--- config.mk ---
export PLATFORM = sky130hd
export DESIGN_NAME = aira_ml_port_packer
export DESIGN_NICKNAME = d
export VERILOG_FILES = /design/src/rtl/aira_ml_pkg.sv /design/src/rtl/aira_ml_beat_reg.sv /design/src/rtl/aira_ml_port_packer.sv
export SDC_FILE = /design/constraint.sdc
export NUM_CORES = 1
export LEC_CHECK = 0
export BUFFER_PORTS_ARGS = -buffer_cell sky130_fd_sc_hd__clkbuf_2
export CORE_MARGIN = 2
export CORE_UTILIZATION = 55
export CTS_BUF_LIST = sky130_fd_sc_hd__clkbuf_8 sky130_fd_sc_hd__clkbuf_16
export DETAILED_ROUTE_END_ITERATION = 8
export PLACE_DENSITY = 0.76
export SYNTH_ARGS = -nofsm -noshare
export SYNTH_HDL_FRONTEND = slang
export SYNTH_SLANG_ARGS = --single-unit
--- constraint.sdc ---
create_clock -name clk -period 18.6 [get_ports clk]
set_input_delay 3.72 -clock clk [delete_from_list [all_inputs] [get_ports clk]]
set_output_delay 3.72 -clock clk [all_outputs]
set_load 0.02 [all_outputs]
--- src/rtl/aira_ml_pkg.sv ---
// Shared defaults and lane/beat types for the aira_ml input front-end.
// Optional early-frame-end input is enabled with AIRA_ML_PACKER_TLAST_EN.
package aira_ml_pkg;

  localparam int N_DATA_DEF  = 16;
  localparam int N_ADDR_DEF  = 8;
  localparam int N_PORTS_DEF = 4;

  typedef logic [N_DATA_DEF-1:0] lane_data_t;
  typedef logic [N_ADDR_DEF-1:0] lane_addr_t;

  typedef struct packed {
    lane_data_t [N_PORTS_DEF-1:0] data;
    lane_addr_t [N_PORTS_DEF-1:0] addr;
    logic [N_PORTS_DEF-1:0]       lane_en;
  } beat_t;

  function automatic int cnt_w(input int n);
    return (n > 1) ? $clog2(n) : 1;
  endfunction

endpackage

--- src/rtl/aira_ml_beat_reg.sv ---
// Output holding register: loads a closed beat, holds under stall,
// clears when drained with nothing new behind it.
module aira_ml_beat_reg #(
  parameter int W = 8
) (
  input  logic         clk,
  input  logic         rst,
  input  logic         load_i,
  input  logic         stall_i,
  input  logic [W-1:0] beat_i,
  output logic [W-1:0] beat_o,
  output logic         valid_o
);

  logic [W-1:0] beat_q, beat_d;
  logic         valid_q, valid_d;

  always_comb begin
    beat_d  = beat_q;
    valid_d = valid_q;
    if (load_i) begin
      beat_d  = beat_i;
      valid_d = 1'b1;
    end else if (valid_q && !stall_i) begin
      beat_d  = '0;
      valid_d = 1'b0;
    end
  end

  always_ff @(posedge clk or posedge rst) begin
    if (rst) begin
      beat_q  <= '0;
      valid_q <= 1'b0;
    end else begin
      beat_q  <= beat_d;
      valid_q <= valid_d;
    end
  end

  assign beat_o  = beat_q;
  assign valid_o = valid_q;

endmodule

--- src/rtl/aira_ml_port_packer.sv ---
// Packs a serial element stream into N_PORTS-wide addressed beats.
// Define AIRA_ML_PACKER_TLAST_EN to add the i_last early-frame-end input.
module aira_ml_port_packer
  import aira_ml_pkg::*;
#(
  parameter int N_DATA    = N_DATA_DEF,
  parameter int N_PORTS   = N_PORTS_DEF,
  parameter int N_ADDR    = N_ADDR_DEF,
  parameter int FRAME_LEN = 64
) (
  input  logic              clk,
  input  logic              rst,
  input  logic [N_DATA-1:0] i_data,
  input  logic              i_valid,
`ifdef AIRA_ML_PACKER_TLAST_EN
  input  logic              i_last,
`endif
  output logic              o_ready,
  output logic [N_DATA-1:0] o_data   [N_PORTS-1:0],
  output logic [N_ADDR-1:0] o_d_addr [N_PORTS-1:0],
  output logic [N_PORTS-1:0] o_lane_en,
  output logic              o_d_valid,
  input  logic              i_stall,
  output logic              o_frame_done
);

  localparam int LW = cnt_w(N_PORTS);
  localparam logic [LW-1:0]     LANE_MAX = LW'(N_PORTS - 1);
  localparam logic [N_ADDR-1:0] ELEM_MAX = N_ADDR'(FRAME_LEN - 1);

  typedef struct packed {
    logic [N_PORTS-1:0][N_DATA-1:0] data;
    logic [N_PORTS-1:0][N_ADDR-1:0] addr;
    logic [N_PORTS-1:0]             en;
    logic                           last;
  } pbeat_t;

  localparam int BW = $bits(pbeat_t);

  logic [LW-1:0]     lane_q, lane_d;
  logic [N_ADDR-1:0] elem_q, elem_d;
  pbeat_t            pk_q, pk_d, cur, ld_beat, ob;
  logic              pk_full_q, pk_full_d;
  logic              fd_q;
  logic              d_valid, out_free, acc, fend, close, load, last_w;

`ifdef AIRA_ML_PACKER_TLAST_EN
  assign last_w = i_last;
`else
  assign last_w = 1'b0;
`endif

  always_comb begin
    out_free  = !d_valid || !i_stall;
    o_ready   = !pk_full_q || out_free;
    acc       = i_valid && o_ready;
    fend      = (elem_q == ELEM_MAX) || last_w;
    close     = acc && ((lane_q == LANE_MAX) || fend);
    // A held closed beat never absorbs new elements; they start a fresh beat.
    cur       = pk_full_q ? '0 : pk_q;
    if (acc) begin
      cur.data[lane_q] = i_data;
      cur.addr[lane_q] = elem_q;
      cur.en[lane_q]   = 1'b1;
      cur.last         = fend;
    end
    lane_d    = lane_q;
    elem_d    = elem_q;
    if (acc) begin
      if (fend) begin
        lane_d = '0;
        elem_d = '0;
      end else begin
        elem_d = elem_q + N_ADDR'(1);
        lane_d = (lane_q == LANE_MAX) ? '0 : lane_q + LW'(1);
      end
    end
    pk_d      = pk_q;
    pk_full_d = pk_full_q;
    load      = 1'b0;
    ld_beat   = cur;
    if (pk_full_q) begin
      if (out_free) begin
        load      = 1'b1;
        ld_beat   = pk_q;
        pk_d      = cur;
        pk_full_d = close;
      end
    end else if (close) begin
      if (out_free) begin
        load = 1'b1;
        pk_d = '0;
      end else begin
        pk_d      = cur;
        pk_full_d = 1'b1;
      end
    end else begin
      pk_d = cur;
    end
  end

  always_ff @(posedge clk or posedge rst) begin
    if (rst) begin
      lane_q    <= '0;
      elem_q    <= '0;
      pk_q      <= '0;
      pk_full_q <= 1'b0;
      fd_q      <= 1'b0;
    end else begin
      lane_q    <= lane_d;
      elem_q    <= elem_d;
      pk_q      <= pk_d;
      pk_full_q <= pk_full_d;
      fd_q      <= d_valid && !i_stall && ob.last;
    end
  end

  aira_ml_beat_reg #(
    .W(BW)
  ) u_out (
    .clk    (clk),
    .rst    (rst),
    .load_i (load),
    .stall_i(i_stall),
    .beat_i (ld_beat),
    .beat_o (ob),
    .valid_o(d_valid)
  );

  always_comb begin
    for (int p = 0; p < N_PORTS; p++) begin
      o_data[p]   = ob.data[p];
      o_d_addr[p] = ob.addr[p];
    end
    o_lane_en    = ob.en;
    o_d_valid    = d_valid;
    o_frame_done = fd_q;
  end

endmodule
==> impl_metrics.sql, run 1 <==
INSERT INTO impl_metrics (metric_group, metric, value, unit) VALUES
('power_and_ir_drop', 'pwr_density_cell', '166', 'nW/um^2'),
('cells_and_area', 'syn_to_final_growth', '5.02', '%'),
('timing', 'timing.final.hold_violations', '0', ''),
('floorplan', 'fp.coreArea', '18600', 'um^2'),
('setup_path', 'critical_path.reg2reg.endpoint', 'u_out.beat_o[96]', ''),
('clock_network', 'postCtsSetupBuffers', '0', ''),
('logic_synthesis', 'synth_edf_count', '0', ''),
('cells_and_area', 'final_net_count', '899', ''),
('setup_path', 'worst_r2r_startpoint', 'elem_q[1]', ''),
('timing', 'max_slew_headroom', '18.8', '%'),
('clock_network', 'worst_setup_hold_path_clk_slew', '0.07', 'ns'),
('logic_synthesis', 'synth_sequential_area_ratio', '51.9', '%'),
('timing', 'timing.final.max_slew_violations', '0', ''),
('floorplan', 'dieHeight', '141', 'um'),
('setup_path', 'worstSetupEndpointType', 'output pin', ''),
('setup_path', 'kind_of_critical_path', 'primary input to output pin', ''),
('worst_hold_path', 'holdCritPathClass', 'flip-flop to flip-flop', ''),
('clock_network', 'cts_hold_buf', '0', ''),
('timing', 'setup_viol_count_final', '0', ''),
('power_and_ir_drop', 'power_leakage', '5.75', 'nW'),
('cells_and_area', 'num-fill-cells', '1539', ''),
('cells_and_area', 'post_route_cells_drive_above_1_share', '20.7', '%'),
('clock_network', 'clk_latency', '0.51', 'ns'),
('cells_and_area', 'multiInputGateArea', '3740', 'um^2'),
('clock_network', 'h-tree-depth', '1', ''),
('power_and_ir_drop', 'power.share.clock', '25.4', '%'),
('setup_path', 'worst-endpoint-arrival', '5.24', 'ns'),
('timing', 'fin_crit', '8.96', 'ns'),
('logic_synthesis', 'synth.yosys.warnings', '0', ''),
('floorplan', 'std_cell_rows', '50', ''),
('floorplan', 'num_io_pins', '123', ''),
('logic_synthesis', 'syn_area', '10400', 'um^2'),
('placed_design', 'finalWeightedCongestion', '0.836', ''),
('setup_path', 'worst_r2r_setup_slack', '14.98', 'ns'),
('worst_hold_path', 'min_from', 'pk_q[1]', ''),
('power_and_ir_drop', 'ir_worst_vdd', '0.0841', 'mV'),
('cells_and_area', 'seqCellArea', '5380', 'um^2'),
('power_and_ir_drop', 'seq_power_share', '41.0', '%'),
('flow_run', 'maxcap_viol_count', '0', ''),
('setup_path', 'worst-path-max-fanout', '24', ''),
('route', 'totalWireLength', '23400', 'um'),
('clock_network', 'post_cts_resized', '0', ''),
('cells_and_area', 'finish.instance_area', '10900', 'um^2'),
('clock_network', 'tritoncts', 'yes', ''),
('clock_network', 'cts_buffers', '22', ''),
('route', 'wl_per_cell', '20.8', 'um'),
('route', 'remaining_drc_errors', '0', ''),
('clock_network', 'clk_root_buffer_cell', 'sky130_fd_sc_hd__clkbuf_16', ''),
('route', 'vias', '6999', ''),
('timing', 'rsz0062_at_grt', 'false', ''),
('floorplan', 'design.die.area', '20000', 'um^2'),
('setup_path', 'worstRegToRegCells', '7', ''),
('clock_network', 'cts.sink_count', '215', ''),
('global_routing', 'grt_pass1_vias', '6799', ''),
('logic_synthesis', 'post_synth_main_area_contributors', 'sky130_fd_sc_hd__dfrtp_1, sky130_fd_sc_hd__mux2i_1, sky130_fd_sc_hd__buf_4, sky130_fd_sc_hd__a22o_1, sky130_fd_sc_hd__a22oi_1', ''),
('logic_synthesis', 'synth_common_cells', 'sky130_fd_sc_hd__dfrtp_1, sky130_fd_sc_hd__buf_4, sky130_fd_sc_hd__nand2_1', ''),
('global_routing', 'pin_count_of_the_biggest_net_entering_global_routing', '133', ''),
('logic_synthesis', 'netlist-cell-type-count', '50', ''),
('clock_network', 'clockBufferDepth', '3', ''),
('setup_path', 'critical_path.startpoint_type', 'primary input', ''),
('logic_synthesis', 'ys_seq_elements', '215', ''),
('placed_design', 'io_buffers', '122', ''),
('placed_design', 'dpl-instance-area', '10100', 'um^2'),
('setup_path', 'worst_ep_required_time', '14.88', 'ns'),
('logic_synthesis', 'post-synth-top-area-fraction', '51.9', '%'),
('global_routing', 'gr-usage-all-layers', '23.4', '%'),
('status', 'status', 'finished clean', ''),
('route', 'detailedRoute.firstPassIterationCount', '5', ''),
('logic_synthesis', 'synth_nets', '934', ''),
('route', 'vias_per_cell', '6.23', ''),
('timing', 'finalHoldWorstSlack', '0.485', 'ns');
-- per-stage QoR --
step / utilization, % / total power [mW] / instances / worst slack (ns)
finish: 58.6 / 1.81 / 1124 / 9.64
global route: 58.6 / 1.91 / 1124 / 9.56
CTS: 58.6 / 1.81 / 1124 / 9.65
detailed placement: 54.5 / 1.35 / 1084 / 9.66
global placement: 54.5 / 1.34 / 1084 / 9.75
floorplan: - / 1.28 / 909 / 9.00
-- metal layers --
metal | global-route usage, % | wire length [um] | vias up
met1 | 36.6 | 10900 | 3565
met3 | 3.54 | 1540 | 40
met2 | 34.3 | 10400 | 275
li1 | - | - | 3119
met5 | 0 | 0 | -
met4 | 6.58 | 530 | 0
-- critical path: stages --
cell	delay, ns
sky130_fd_sc_hd__clkbuf_2	0.16
sky130_fd_sc_hd__and3_1	0.54
sky130_fd_sc_hd__inv_1	0.52
sky130_fd_sc_hd__clkbuf_2	0.29
-- area by class of cell --
cell class	instances	area share (%)
clock buffer	28	5.92
clock inverter	12	1.00
inverter	4	0.207
multi-input combinational	498	34.4
sequential	215	49.4
tap	234	2.69
timing repair buffer	133	6.37
-- flip-flops by register name, summed over array words and instances, names as in the netlist --
signal,flops
pk_full_q,1
lane_q,2
pk_q,101
u_out.valid_o,1
o_frame_done,1
u_out.beat_o,101
elem_q,8
-- kinds of logic (layout without fill, tap and decap cells) --
logic type / Yosys count / after routing / synth area share, %
xor gates and xnor gates: 3 / 3 / 0.254
and+or+nand+nor: 157 / 157 / 6.99
buffers and inverters: 196 / 177 / 12.0
muxes: 95 / 95 / 9.19
DFF: 215 / 215 / 51.9
adders and majority gates: 5 / 5 / 0.604
AOI/OAI and AO/OA: 238 / 238 / 19.0
-- placed cells by master, fill, tap and decap left out, types with 4 or more instances in the layout --
cell / count
sky130_fd_sc_hd__clkbuf_2: 122
sky130_fd_sc_hd__clkbuf_8: 5
sky130_fd_sc_hd__a22oi_1: 92
sky130_fd_sc_hd__clkbuf_16: 23
sky130_fd_sc_hd__nand2_1: 106
sky130_fd_sc_hd__and2_1: 5
sky130_fd_sc_hd__inv_1: 9
sky130_fd_sc_hd__a22o_1: 85
sky130_fd_sc_hd__ha_1: 5
sky130_fd_sc_hd__a21o_1: 8
sky130_fd_sc_hd__a32o_1: 7
sky130_fd_sc_hd__nand4_1: 5
sky130_fd_sc_hd__dfrtp_1: 215
sky130_fd_sc_hd__a21oi_1: 11
sky130_fd_sc_hd__buf_4: 11
sky130_fd_sc_hd__and3b_1: 4
sky130_fd_sc_hd__o21ai_0: 10
sky130_fd_sc_hd__nor3_1: 7
sky130_fd_sc_hd__nor2_1: 8
sky130_fd_sc_hd__a221o_1: 6
sky130_fd_sc_hd__a32oi_1: 4
sky130_fd_sc_hd__nand3_1: 6
sky130_fd_sc_hd__mux2i_1: 94
-- power by group through the flow --
stage | registers [mW] | clock network [mW] | logic [mW]
after detailed placement | 0.743 | 0 | 0.610
after floorplan | 0.698 | 0 | 0.579
after global routing | 0.757 | 0.482 | 0.667
after CTS | 0.737 | 0.464 | 0.614
after global placement | 0.740 | 0 | 0.596
final | 0.740 | 0.458 | 0.608
-- how the worst max path moves through the flow --
stage / start / slack, ns / endpoint
6_report: i_stall / 9.64 / o_ready
5_1_grt: i_stall / 9.56 / o_ready
4_1_cts: i_stall / 9.65 / o_ready
3_5_place_dp: i_stall / 9.66 / o_ready
3_3_place_gp: i_stall / 9.75 / o_ready
2_1_floorplan: rst / 9.00 / elem_q[0]
(Power assumes the default switching activity.)
==> inputs of run 2 (changes only) <==
- CORE_UTILIZATION: 55 -> 53
- clock period: 18.6 -> 7.41 ns (I/O delays scaled with it)
==> impl_metrics.sql, run 2 (synthesized netlist as in run 1, its figures left out) <==
INSERT INTO impl_metrics (metric_group, metric, value, unit) VALUES
('route', 'drtAntennaViolNets', '0', ''),
('clock_network', 'cts.sink_count', '215', ''),
('power_and_ir_drop', 'ir_worst_vdd', '0.173', 'mV'),
('setup_path', 'worst_ep_required_time', '5.93', 'ns'),
('floorplan', 'dieHeight', '144', 'um'),
('timing', 'fin_crit', '4.43', 'ns'),
('global_routing', 'first_pass_grt_wire_length', '38000', 'um'),
('clock_network', 'cts_hold_buf', '0', ''),
('floorplan', 'std_cell_rows', '51', ''),
('clock_network', 'cts_buffers', '23', ''),
('global_routing', 'grt.met3_usage', '3.57', '%'),
('clock_network', 'post_cts_resized', '0', ''),
('power_and_ir_drop', 'power.share.clock', '23.9', '%'),
('global_routing', 'grt.met1_usage', '35.4', '%'),
('cells_and_area', 'final_net_count', '900', ''),
('timing', 'timing.final.crit_share', '59.8', '%'),
('cells_and_area', 'layout.cells.most_common_list', 'sky130_fd_sc_hd__dfrtp_1, sky130_fd_sc_hd__clkbuf_2, sky130_fd_sc_hd__nand2_1', ''),
('timing', 'fmax', '226', 'MHz'),
('power_and_ir_drop', 'seq_power_share', '41.7', '%'),
('placed_design', 'finalWeightedCongestion', '0.825', ''),
('cells_and_area', 'layout.cells.non_filler', '1152', ''),
('route', 'detailedRoute.firstPassIterationCount', '6', ''),
('route', 'wl_per_cell', '20.4', 'um'),
('clock_network', 'h-tree-depth', '1', ''),
('global_routing', 'top_usage_layer', 'met1', ''),
('placed_design', 'io_buffers', '122', ''),
('floorplan', 'floorplan.initialDensity', '53.6', '%'),
('timing', 'setup_tns', '0', 'ns'),
('route', 'totalWireLength', '23500', 'um'),
('global_routing', 'gr-usage-all-layers', '23.2', '%'),
('setup_path', 'crit_path_cell_trace', 'clkbuf_2, and3_1, inv_1, clkbuf_2', ''),
('setup_path', 'kind_of_critical_path', 'primary input to output pin', ''),
('route', 'drt_iter0_markers', '714', ''),
('setup_path', 'worst-path-max-fanout', '24', ''),
('timing', 'tightestPinTransition', '1.30', 'ns'),
('placed_design', 'hpwl_dp', '14900', 'um'),
('cells_and_area', 'antenna_cells', '0', ''),
('power_and_ir_drop', 'netSwitchingPower', '1.65', 'mW'),
('clock_network', 'tritoncts', 'yes', ''),
('cells_and_area', 'final_common_cell', 'sky130_fd_sc_hd__dfrtp_1', ''),
('flow_run', 'maxcap_viol_count', '0', ''),
('floorplan', 'num_io_pins', '123', ''),
('setup_path', 'critical_path.startpoint_type', 'primary input', ''),
('route', 'vias', '6980', ''),
('clock_network', 'clk_root_buffer_cell', 'sky130_fd_sc_hd__clkbuf_16', ''),
('power_and_ir_drop', 'comb_power_share', '34.4', '%'),
('clock_network', 'worst_setup_hold_path_clk_slew', '0.06', 'ns'),
('timing', 'fin_worst_skew', '0.0141', 'ns'),
('global_routing', 'global_route.overflow_total', '0', ''),
('setup_path', 'slowest_delay', '0.52', 'ns'),
('timing', 'timing.final.hold_violations', '0', ''),
('global_routing', 'grt_antenna_before_repair', '0', ''),
('route', 'vias_per_cell', '6.06', ''),
('cells_and_area', 'post_route_cells_drive_above_1_share', '20.5', '%'),
('worst_hold_path', 'holdCritPathClass', 'flip-flop to flip-flop', ''),
('global_routing', 'pin_count_of_the_biggest_net_entering_global_routing', '144', ''),
('floorplan', 'die_width', '144', 'um'),
('setup_path', 'worst-endpoint-arrival', '2.95', 'ns'),
('timing', 'timing.final.max_slew_violations', '0', ''),
('timing', 'rsz0062_at_grt', 'false', ''),
('floorplan', 'design.die.area', '20700', 'um^2'),
('setup_path', 'timing.critical_path.slowest_stage_cell', 'sky130_fd_sc_hd__and3_1', ''),
('timing', 'finalHoldWorstSlack', '0.477', 'ns'),
('setup_path', 'cp_common_cell', 'sky130_fd_sc_hd__clkbuf_2', ''),
('cells_and_area', 'syn_to_final_growth', '4.80', '%'),
('status', 'status', 'finished clean', ''),
('clock_network', 'clockBufferDepth', '3', ''),
('timing', 'max_slew_headroom', '13.2', '%'),
('placed_design', 'dpl.cell_count', '1115', ''),
('route', 'remaining_drc_errors', '0', ''),
('power_and_ir_drop', 'internal-power', '2.79', 'mW'),
('power_and_ir_drop', 'pwr_density_cell', '409', 'nW/um^2'),
('setup_path', 'worstSetupEndpointType', 'output pin', ''),
('global_routing', 'grt_pass1_vias', '6845', ''),
('clock_network', 'postCtsSetupBuffers', '0', ''),
('timing', 'setup_viol_count_final', '0', ''),
('floorplan', 'fp.coreArea', '19300', 'um^2'),
('power_and_ir_drop', 'power_leakage', '5.71', 'nW'),
('cells_and_area', 'num-fill-cells', '1638', ''),
('clock_network', 'clk_latency', '0.51', 'ns'),
('global_routing', 'global_route.usage.met2', '34.6', '%'),
('power_and_ir_drop', 'power.share.switching', '37.2', '%');
-- run 2: through the flow --
stage               power (mW)  setup WS (ns)  cell area, um^2  util [%]
floorplan                 3.21         0.0487            10400         -
global placement          3.36           3.07            10200      52.6
detailed placement        3.40           3.00            10200      52.6
CTS                       4.46           3.00            10900      56.2
global route              4.71           2.86            10900      56.2
finish                    4.44           2.98            10900      56.2
-- run 2: layout make-up --
class                           count  area (um^2)  area share (%)
Sequential cell                   215         5380            49.5
Multi-Input combinational cell    498         3740            34.5
Timing Repair Buffer              133          693            6.38
Clock buffer                       28          644            5.93
Tap cell                          265          332            3.05
Clock inverter                      9         47.5           0.438
Inverter                            4         22.5           0.207
-- run 2: power by group through the flow --
stage	Combinational [mW]	Sequential (mW)	Clock, mW
after global placement	1.51	1.85	0
after floorplan	1.45	1.75	0
after CTS	1.54	1.85	1.07
final	1.53	1.85	1.06
after detailed placement	1.54	1.86	0
after global routing	1.68	1.90	1.13
-- run 2: critical path, delay by kind of cell --
family	cells	cell delay, ns
buffers and inverters	3	0.94
AND/OR/NAND/NOR	1	0.52
-- run 2: worst paths after layout --
check / startpoint / endpoint / slack [ns] / depth (start not counted)
setup / recovery: i_stall / o_ready / 2.98 / 4
hold / removal: pk_q[3] / pk_q[3] / 0.48 / 1
setup reg to reg: elem_q[1] / u_out.beat_o[59] / 3.99 / 6
hold reg to reg: pk_q[3] / pk_q[3] / 0.48 / 1
max in group asynchronous: rst / u_out.beat_o[71] / 4.68 / 3
min in group asynchronous: rst / u_out.beat_o[16] / 1.16 / 2
-- run 2: per-layer routing --
metal | vias up | routed length [um]
li1 | 3108 | -
met1 | 3583 | 10900
met2 | 251 | 10700
met3 | 38 | 1510
met4 | 0 | 447
met5 | - | 0
==> inputs of run 3 (changes only) <==
- CORE_UTILIZATION: 53 -> 55
- clock period: 7.41 -> 4.5 ns (I/O delays scaled with it)
==> impl_metrics.sql, run 3 (synthesized netlist as in run 1, its figures left out) <==
INSERT INTO impl_metrics (metric_group, metric, value, unit) VALUES
('timing', 'fin_worst_skew', '0.0122', 'ns'),
('global_routing', 'gr-usage-all-layers', '23.8', '%'),
('route', 'wl_per_cell', '21.2', 'um'),
('power_and_ir_drop', 'power.share.switching', '37.6', '%'),
('timing', 'setup_tns', '0', 'ns'),
('timing', 'timing.final.hold_violations', '0', ''),
('clock_network', 'clk_root_buffer_cell', 'sky130_fd_sc_hd__clkbuf_16', ''),
('route', 'vias', '7054', ''),
('route', 'met2_length', '10800', 'um'),
('worst_hold_path', 'holdCritPathClass', 'primary input to async pin', ''),
('floorplan', 'floorplan.initialDensity', '55.8', '%'),
('global_routing', 'grt_pass1_vias', '6812', ''),
('floorplan', 'dieHeight', '141', 'um'),
('timing', 'rsz0062_at_grt', 'false', ''),
('timing', 'fmax', '302', 'MHz'),
('route', 'detail_route.wirelength.met1', '11000', 'um'),
('clock_network', 'clockBufferDepth', '3', ''),
('power_and_ir_drop', 'comb_power_share', '34.6', '%'),
('clock_network', 'h-tree-depth', '1', ''),
('floorplan', 'fp.coreArea', '18600', 'um^2'),
('power_and_ir_drop', 'netSwitchingPower', '2.75', 'mW'),
('setup_path', 'kind_of_critical_path', 'flip-flop to output pin', ''),
('status', 'status', 'finished clean', ''),
('power_and_ir_drop', 'seq_power_share', '42.0', '%'),
('cells_and_area', 'syn_to_final_growth', '4.87', '%'),
('power_and_ir_drop', 'ir_worst_vdd', '0.259', 'mV'),
('cells_and_area', 'post_route_cells_drive_above_1_share', '20.8', '%'),
('clock_network', 'tritoncts', 'yes', ''),
('placed_design', 'hpwl_dp', '15200', 'um'),
('timing', 'setup_viol_count_final', '0', ''),
('floorplan', 'design.die.area', '20000', 'um^2'),
('setup_path', 'worst_ep_required_time', '3.60', 'ns'),
('floorplan', 'num_io_pins', '123', ''),
('global_routing', 'pin_count_of_the_biggest_net_entering_global_routing', '129', ''),
('setup_path', 'worst-path-max-fanout', '16', ''),
('flow_run', 'maxcap_viol_count', '0', ''),
('route', 'top_signal_layer_used', 'met4', ''),
('power_and_ir_drop', 'internal-power', '4.57', 'mW'),
('timing', 'max_slew_headroom', '25.2', '%'),
('timing', 'timing.final.crit_share', '73.5', '%'),
('setup_path', 'worst-endpoint-arrival', '2.41', 'ns'),
('clock_network', 'worst_setup_hold_path_clk_slew', '0.06', 'ns'),
('route', 'drt_iter0_markers', '819', ''),
('route', 'detailedRoute.firstPassIterationCount', '6', ''),
('route', 'totalWireLength', '24000', 'um'),
('cells_and_area', 'multiInputGateArea', '3740', 'um^2'),
('placed_design', 'finalWeightedCongestion', '0.814', ''),
('power_and_ir_drop', 'power_leakage', '5.74', 'nW'),
('clock_network', 'cts_hold_buf', '0', ''),
('route', 'drtAntennaViolNets', '0', ''),
('global_routing', 'grt_antenna_before_repair', '0', ''),
('placed_design', 'io_buffers', '122', ''),
('setup_path', 'worstSetupEndpointType', 'output pin', ''),
('cells_and_area', 'final_net_count', '904', ''),
('setup_path', 'critical_path.startpoint_type', 'flip-flop', ''),
('timing', 'timing.final.max_slew_violations', '0', ''),
('power_and_ir_drop', 'pwr_density_cell', '673', 'nW/um^2'),
('clock_network', 'cts.sink_count', '215', ''),
('cells_and_area', 'layout.cells.most_common_list', 'sky130_fd_sc_hd__dfrtp_1, sky130_fd_sc_hd__clkbuf_2, sky130_fd_sc_hd__nand2_1', ''),
('timing', 'fin_crit', '3.31', 'ns'),
('cells_and_area', 'num-fill-cells', '1531', ''),
('cells_and_area', 'final_common_cell', 'sky130_fd_sc_hd__dfrtp_1', ''),
('clock_network', 'post_cts_resized', '0', ''),
('timing', 'tightestPinTransition', '1.12', 'ns'),
('power_and_ir_drop', 'fin_total_pwr', '7.32', 'mW'),
('floorplan', 'die_width', '141', 'um'),
('global_routing', 'global_route.overflow_total', '0', ''),
('floorplan', 'std_cell_rows', '50', ''),
('global_routing', 'first_pass_grt_wire_length', '38200', 'um'),
('clock_network', 'cts_buffers', '22', ''),
('clock_network', 'postCtsSetupBuffers', '0', ''),
('power_and_ir_drop', 'power.share.clock', '23.3', '%'),
('cells_and_area', 'seqCellArea', '5380', 'um^2'),
('clock_network', 'clk_latency', '0.50', 'ns'),
('cells_and_area', 'antenna_cells', '0', ''),
('route', 'vias_per_cell', '6.25', ''),
('route', 'met3_wirelength', '1610', 'um'),
('route', 'remaining_drc_errors', '0', '');
## run 3: final timing paths
| kind | startpoint | to | slack [ns] | cells past startpoint |
|---|---|---|---|---|
| worst min-delay path | rst | u_out.beat_o[12] | 0.42 | 2 |
| max in group asynchronous | rst | pk_q[93] | 3.05 | 3 |
| worst max register to register | elem_q[1] | u_out.beat_o[54] | 1.48 | 6 |
| worst min register to register | pk_q[2] | pk_q[2] | 0.48 | 1 |
| worst max-delay path | pk_full_q | o_ready | 1.19 | 3 |
| min in group clk | pk_q[2] | pk_q[2] | 0.48 | 1 |
## run 3: area by class of cell
type / instances / area share, %
clock buffers: 26 / 5.68
clock inverters: 14 / 0.564
inverters: 4 / 0.173
multi-input cells: 498 / 34.4
flip-flops and latches: 215 / 49.5
well taps: 234 / 2.69
repair buffers: 138 / 6.95
## run 3: critical path, cell delays in order (launching register included)
cell	delay, ns
sky130_fd_sc_hd__dfrtp_1	0.67
sky130_fd_sc_hd__and3_1	0.66
sky130_fd_sc_hd__inv_1	0.33
sky130_fd_sc_hd__clkbuf_2	0.24
## run 3: stage by stage
| step | hold WS, ns | util (%) | cell area, um^2 | worst slack, ns | std cells |
|---|---|---|---|---|---|
| after floorplan | 0.450 | - | 10400 | 0.802 | 909 |
| after global placement | 0.460 | 54.8 | 10200 | 1.23 | 1089 |
| after detailed placement | 0.470 | 54.8 | 10200 | 1.16 | 1089 |
| after CTS | 0.430 | 58.5 | 10900 | 1.27 | 1129 |
| after global routing | 0.454 | 58.5 | 10900 | 1.12 | 1129 |
| final | 0.420 | 58.5 | 10900 | 1.19 | 1129 |
## run 3: power groups by stage
stage | Combinational, mW | Sequential (mW) | Clock [mW]
6_report | 2.53 | 3.07 | 1.71
5_1_grt | 2.76 | 3.14 | 1.81
4_1_cts | 2.55 | 3.06 | 1.73
3_5_place_dp | 2.53 | 3.08 | 0
3_3_place_gp | 2.47 | 3.08 | 0
2_1_floorplan | 2.39 | 2.89 | 0
## run 3: layer usage
layer / global-route usage [%] / up-vias
met3: 2.83 / 40
li1: - / 3125
met1: 37.2 / 3600
met2: 35.6 / 289
met4: 6.32 / 0
met5: 0 / -
